$ cat src/rtl/comprobador_funcion.sv
// Response checker for an exhaustive 3-input sweep: samples {X,Y,Z,F}, compares F with TABLA.
// Latency: results register one cycle after the sample; done/pass rise the cycle after the completing sample.
// No backpressure: every valid sample in RUN is consumed. Optional feature macro: STRICT_ORDER_EN.
module comprobador_funcion #(
  parameter logic [7:0] TABLA = 8'b1110_1000,
  parameter int         ERR_W = 4
) (
  input  logic             clk,
  input  logic             rst,
  input  logic             start,
  input  logic             valid,
  input  logic             X,
  input  logic             Y,
  input  logic             Z,
  input  logic             F,
  output logic             busy,
  output logic             done,
  output logic             pass,
  output logic [7:0]       cov,
  output logic [ERR_W-1:0] err_cnt,
  output logic             err_valid,
  output logic [2:0]       err_idx,
  output logic             err_f
);

  typedef enum logic [1:0] {
    IDLE   = 2'b00,
    RUN    = 2'b01,
    PASS_S = 2'b10,
    FAIL_S = 2'b11
  } state_t;

  localparam logic [ERR_W-1:0] ERR_MAX = {ERR_W{1'b1}};
  localparam logic [ERR_W-1:0] ERR_ONE = {{(ERR_W-1){1'b0}}, 1'b1};

  state_t     state;
  logic [2:0] idx;
  logic       in_order;
  logic       mismatch;
  logic [7:0] cov_new;
  logic       complete;

  assign idx = {X, Y, Z};

`ifdef STRICT_ORDER_EN
  // Expected index of the next in-order sample.
  logic [2:0] next_idx;
  assign in_order = (idx == next_idx);
`else
  assign in_order = 1'b1;
`endif

  // An out-of-order sample is always an error and never earns coverage.
  assign mismatch = (F != TABLA[idx]) || !in_order;
  assign cov_new  = in_order ? (cov | (8'b0000_0001 << idx)) : cov;
  assign complete = (cov_new == 8'hFF);

  // Run control, coverage, error capture and registered status flags.
  always_ff @(posedge clk) begin
    if (rst) begin
      state     <= IDLE;
      busy      <= 1'b0;
      done      <= 1'b0;
      pass      <= 1'b0;
      cov       <= 8'h00;
      err_cnt   <= '0;
      err_valid <= 1'b0;
      err_idx   <= 3'b000;
      err_f     <= 1'b0;
`ifdef STRICT_ORDER_EN
      next_idx  <= 3'b000;
`endif
    end else if (start) begin
      // A sample coinciding with start is deliberately dropped.
      state     <= RUN;
      busy      <= 1'b1;
      done      <= 1'b0;
      pass      <= 1'b0;
      cov       <= 8'h00;
      err_cnt   <= '0;
      err_valid <= 1'b0;
      err_idx   <= 3'b000;
      err_f     <= 1'b0;
`ifdef STRICT_ORDER_EN
      next_idx  <= 3'b000;
`endif
    end else if (state == RUN && valid) begin
      cov <= cov_new;
      if (mismatch) begin
        if (err_cnt != ERR_MAX) begin
          err_cnt <= err_cnt + ERR_ONE;
        end
        if (!err_valid) begin
          err_valid <= 1'b1;
          err_idx   <= idx;
          err_f     <= F;
        end
      end
`ifdef STRICT_ORDER_EN
      if (in_order) begin
        next_idx <= next_idx + 3'b001;
      end
`endif
      if (complete) begin
        // pass is decided by whether any error was ever captured, not by the counter.
        busy <= 1'b0;
        done <= 1'b1;
        if (err_valid || mismatch) begin
          state <= FAIL_S;
          pass  <= 1'b0;
        end else begin
          state <= PASS_S;
          pass  <= 1'b1;
        end
      end
    end
  end

endmodule

$ cat config.mk
export PLATFORM = sky130hd
export DESIGN_NAME = comprobador_funcion
export DESIGN_NICKNAME = d
export VERILOG_FILES = /design/src/rtl/comprobador_funcion.sv
export SDC_FILE = /design/constraint.sdc
export NUM_CORES = 1
export LEC_CHECK = 0
export BUFFER_PORTS_ARGS = -buffer_cell sky130_fd_sc_hd__buf_2
export CAP_MARGIN = 10
export CORE_AREA = 2 2 52 54
export DETAILED_ROUTE_END_ITERATION = 6
export DIE_AREA = 0 0 54 56
export PLACE_DENSITY = 0.72
export SLEW_MARGIN = 0
export SYNTH_ARGS = -nofsm -noshare
export SYNTH_HDL_FRONTEND = slang
export SYNTH_SLANG_ARGS = --single-unit
export TNS_END_PERCENT = 10
$ cat constraint.sdc
create_clock -name clk -period 1.9 [get_ports clk]
set_input_delay 0.285 -clock clk [delete_from_list [all_inputs] [get_ports clk]]
set_output_delay 0.285 -clock clk [all_outputs]
set_load 0.01 [all_outputs]
==> Word level (Yosys, flattened, before mapping) <==
Memories as Yosys holds them, arrays and structs flattened.
Cells that the tools add are included.
{ "word_totals": {"regBits": 22, "mem_bits_ro": 8, "inputBits": 8, "output_inout_bits": 20, "elab_cells": 39, "n_memories": 1} }
{ "classes": {"add_sub_neg": 1, "order_cmp": 1, "eq_ne": 4, "n_shift": 1, "muxes": 9, "n_bitwise": 2, "n_reduce_logical": 10} }
{ "mem_list": {"columns": ["memory", "depth", "width", "rd", "rd_clocked_by_memory_dff", "wr", "line_no", "text"], "rows": [
  ["(name not given)", 8, 1, 1, 0, 0, "54", "assign mismatch = (F != TABLA[idx]) || !in_order;"]
]} }
{ "ops": {"columns": ["op", "n"], "rows": [
  ["1-bit two-way mux", 9],
  ["8-bit == test (second input constant)", 1],
  ["8-bit OR", 1],
  ["1-bit by 3-bit << shifter with 8-bit output (first input constant)", 1],
  ["2-bit AND reduction", 3],
  ["3-bit AND reduction", 2],
  ["4-bit by 1-bit adder with 4-bit output (second input constant)", 1],
  ["3-bit by 4-bit < comparator with 1-bit output (second input constant)", 1],
  ["4-bit inequality test (second input constant)", 1],
  ["2-bit nonzero test", 2],
  ["2-bit by 1-bit == test with 1-bit output (second input constant)", 1],
  ["2-bit OR reduction", 1],
  ["1-bit logical AND", 1],
  ["1-bit logical OR", 1],
  ["1-bit inequality test", 1],
  ["1-bit NOT", 1]
]} }

==> Logic depth before layout (Yosys ltp) <==
{ "depth": {"word_depth": 8, "depth_mapped": 6, "ltp_nobuf": 5} }

==> Worst setup path before layout <==
Ideal clock, no wire load.
{ "synth_path": {"kind": "in2reg", "from": "input Y", "to": "register err_f", "setup_time_ps": 128, "arrival_ps": 1443, "t_required_ps": 1772, "slack_ps": 330, "path_stages": 5, "path_buffers": 0, "path_cell_list": "maj3_1 > xor2_2 > nor3b_4 > mux2i_1 > nor2_1"} }
{ "synth_between": {"elab_chain_cells": 4} }
{ "synth_lines": {"columns": ["element", "line_no", "text"], "rows": [
  ["start, declared", "13", "input logic Y,"],
  ["memory 8 x 1 bit", null, null],
  ["1-bit two-way mux (not written as such)", "54", null],
  ["1-bit inequality test", "54", null],
  ["3-bit AND reduction (no line)", null, null],
  ["end signal, assigned", "69", "err_f <= 1'b0;"],
  ["end signal, assigned", "83", "err_f <= 1'b0;"],
  ["end signal, assigned", "96", "err_f <= F;"],
  ["end, declared", "23", "output logic err_f"]
]} }
Every way passes these cells. The select of a mux whose other input is x is not followed.
A chain may end at the register's enable or synchronous reset.

==> Final worst setup path <==
{ "layout_path": {"from": "register state[1]", "to": "register pass"} }
{ "layout_between": {"elab_chain_cells": 3} }
{ "layout_lines": {"columns": ["element", "line_no", "text"], "rows": [
  ["start, declared", "36", "state_t state;"],
  ["start signal, assigned", "61", "state <= IDLE;"],
  ["start signal, assigned", "75", "state <= RUN;"],
  ["start signal, assigned", "109", "state <= FAIL_S;"],
  ["2-bit by 1-bit == test with 1-bit output", "87", "end else if (state == RUN && valid) begin"],
  ["1-bit logical AND", "87", null],
  ["2-bit AND reduction (no line)", null, null],
  ["end signal, assigned", "78", "pass <= 1'b0;"],
  ["end signal, assigned", "110", "pass <= 1'b0;"],
  ["end signal, assigned", "113", "pass <= 1'b1;"],
  ["end, declared", "18", "output logic pass,"]
]} }
Every way passes these cells.

==> impl_metrics.toml <==
[clock_network]
cts_buffers = 3
cts_tree = "built"
path_clk_slew_ps = 110
cts_resized = 0
cts_sinks = 21
cts.path.max_buffers = 2
cts_hold_buf = 0
cts_max_level = 1
cts_root_buffer = "clkbuf_4"
clkLatencyLatePin_ps = 300
post_cts_buffers = 0

[detailed_routing]
wl_per_cell_microns = 12.23
drt_iter0_drc = 17
drtAntennaViolNets = 0
wl_microns = 2030
vias = 869
drc = 0
viasPerCell = 5.235
drt_pre_antenna_iters = 4

[critical_path]
path_delay_family = "simple AND/OR/NAND/NOR gates"
worst-path-buf-inv = 0
r2r_slack_ps = 340
worstPathRequired_ps = 2140
max_stage_delay_ps = 410
reg2regPathDepth = 5
crit_cells = 5
cp_slowest_cell = "nor4_4"
worst_setup_path_start_kind = "flip-flop"
crit_type = "reg -> reg"
cp_max_fo = 4
crit_arrival_ps = 1800
end_kind = "flip-flop"
path_cells = "nand3b_1, nor2_1, o21ai_0, nor4_4, mux2i_1"

[grt]
grt_overflow = 0
grt_pass1_wl_microns = 3167
antenna_found_initial = 0
grt_use_total = 0.1372
grt_max_degree = 19
grt_pass1_vias = 716

[cells_and_area]
drive_gt1_frac = 0.2721
insertedDiodeCount = 0
fillers = 243
nets = 146
syn2layout_area_growth_pct = 21.03

[yosys]
syn_inst = 107
synthMuxAreaShare = 0.06349
ys.warnings.count = 0
syn-mean-instance-area_sq_um = 8.840
yosysTopAreaCellShare = 0.4444
synth_top_family_by_area = "simple AND/OR/NAND/NOR gates"
synth-seq-area-share = 0.4444
ys_seq_elements = 21
synth_cell_types = 30
synth_xor_area_frac = 0.02646
syn-num-nets = 116
synth_area_leaders = "dfxtp_1, nor2_1, mux2i_1"
synth_compound_area_frac = 0.1362
synth-adder-area-share = 0.02381
yosysTopAreaCell = "dfxtp_1"
synthSimpleGateAreaFrac = 0.2738
syn_area_sq_um = 945.9

[sta]
rsz0062_at_grt = "false"
drv_slew = 0
setup-tns-final_ps = 0
worst_slew_pin_slew_ps = 330.3
final.setup_skew_ps = 3.661
hold_viol = 0
finalSetupViolations = 0
finalCritPeriodShare = 0.8235
fmax_ghz = 0.6391
fin_crit_ps = 1565
slew_headroom = 0.7781

[flow_run]
maxCapViolations = 0

[floorplan]
fp.dieW_microns = 54
pin_count = 28
start_util = 0.3889
rows = 18
die_area_sq_um = 3024
coreArea_sq_um = 2432
die_h_microns = 56

[min_path]
holdPathStages = 2
hold_class = "in -> reg"

[pwr]
peakVddDrop_mv = 0.3940
power_mw = 0.7472
leakage_nw = 0.4862
power.density_nw_per_um2 = 652.6

[status]
status = "completed"

[placement]
place_congestion = 0.7458
dp_hpwl_microns = 1528
numPortBuffers = 27
worst register-to-register path: cells and delay by family, from the launching register on:
kind / cells / cell delay, ps
and+or+nand+nor: 3 / 820
DFF: 1 / 340
muxes: 1 / 210
AOI/OAI and AO/OA: 1 / 140
metrics by stage:
step	hold slack, ps	worst slack [ps]	util	instance area [sq um]	cells
final	181.3	335.4	0.4707	1145	166
after global routing	187.9	184.4	0.4707	1145	166
after CTS	180.5	311.7	0.4707	1145	166
after detailed placement	446.5	81.29	0.4599	1119	162
after global placement	446.1	142.8	0.4599	1119	162
after floorplan	357.8	329.5	-	945.9	107
final timing paths:
kind	from	endpoint
max	state[1]	pass
max reg2reg	state[1]	pass
min	rst	state[0]
min reg2reg	pass	pass
final cells by class:
| cell class | count | area, sq um | area share |
|---|---|---|---|
| repair buffers | 30 | 157.7 | 0.1377 |
| inverters | 2 | 7.507 | 0.006557 |
| flip-flops and latches | 21 | 420.4 | 0.3672 |
| well taps | 30 | 37.54 | 0.03279 |
| multi-input cells | 79 | 495.5 | 0.4328 |
| clock buffers | 4 | 26.28 | 0.02295 |
sequential cells by signal (all words and copies together), names as in the netlist:
register and cells:
busy 1, state 2, pass 1, cov 8, err_cnt 4, err_idx 3, err_valid 1, err_f 1
power breakdown:
| group | switching (mW) | total (mW) | internal (mW) |
|---|---|---|---|
| registers | 0.00499 | 0.452 | 0.447 |
| logic | 0.0486 | 0.0834 | 0.0348 |
| clock network | 0.130 | 0.212 | 0.0817 |
| total | 0.184 | 0.747 | 0.563 |
routing by layer:
metal  up-vias  wire length, microns  GRT usage
met5         -                     0          0
met4         0                    31    0.06429
met3         4                   108    0.02419
met2        28                   983     0.2195
met1       402                   906     0.1733
li1        435                     -          -
cells in the mapped netlist, drive strengths merged:
master / instances
nor4: 1
clkbuf: 2
nand3b: 4
a2bb2oi: 1
inv: 2
nand3: 3
ha: 1
nor3b: 3
buf: 3
a31oi: 5
and2: 2
a22oi: 1
nor3: 3
nand2: 4
dfxtp: 21
or3: 2
nor2: 22
a21oi: 9
a211oi: 1
o21ai: 3
and3b: 1
nand2b: 1
maj3: 1
or2: 1
o21a: 1
mux2i: 6
xor2: 2
o22ai: 1
logic make-up (layout without fill, tap and decap cells):
family	after synthesis	in the layout
AOI/OAI and AO/OA	22	22
xor gates and xnor gates	2	2
adders and majority gates	2	2
buffers and inverters	7	36
DFF	21	21
muxes	6	6
and+or+nand+nor	47	47
placed cells by master, fill, tap and decap left out, types with 2 or more instances in the layout:
master	synthesis	routed
a21oi_1	9	9
inv_1	2	2
nand3_1	3	3
nor3b_1	2	2
buf_2	3	27
nor3_1	3	3
a31oi_1	5	5
clkbuf_4	0	3
and2_1	2	2
mux2i_1	6	6
nor2_1	22	22
o21ai_0	3	3
buf_4	0	3
dfxtp_1	21	21
nand2_1	4	4
or3_1	2	2
nand3b_1	4	4
Note: power is estimated with default switching activity, not from simulation.
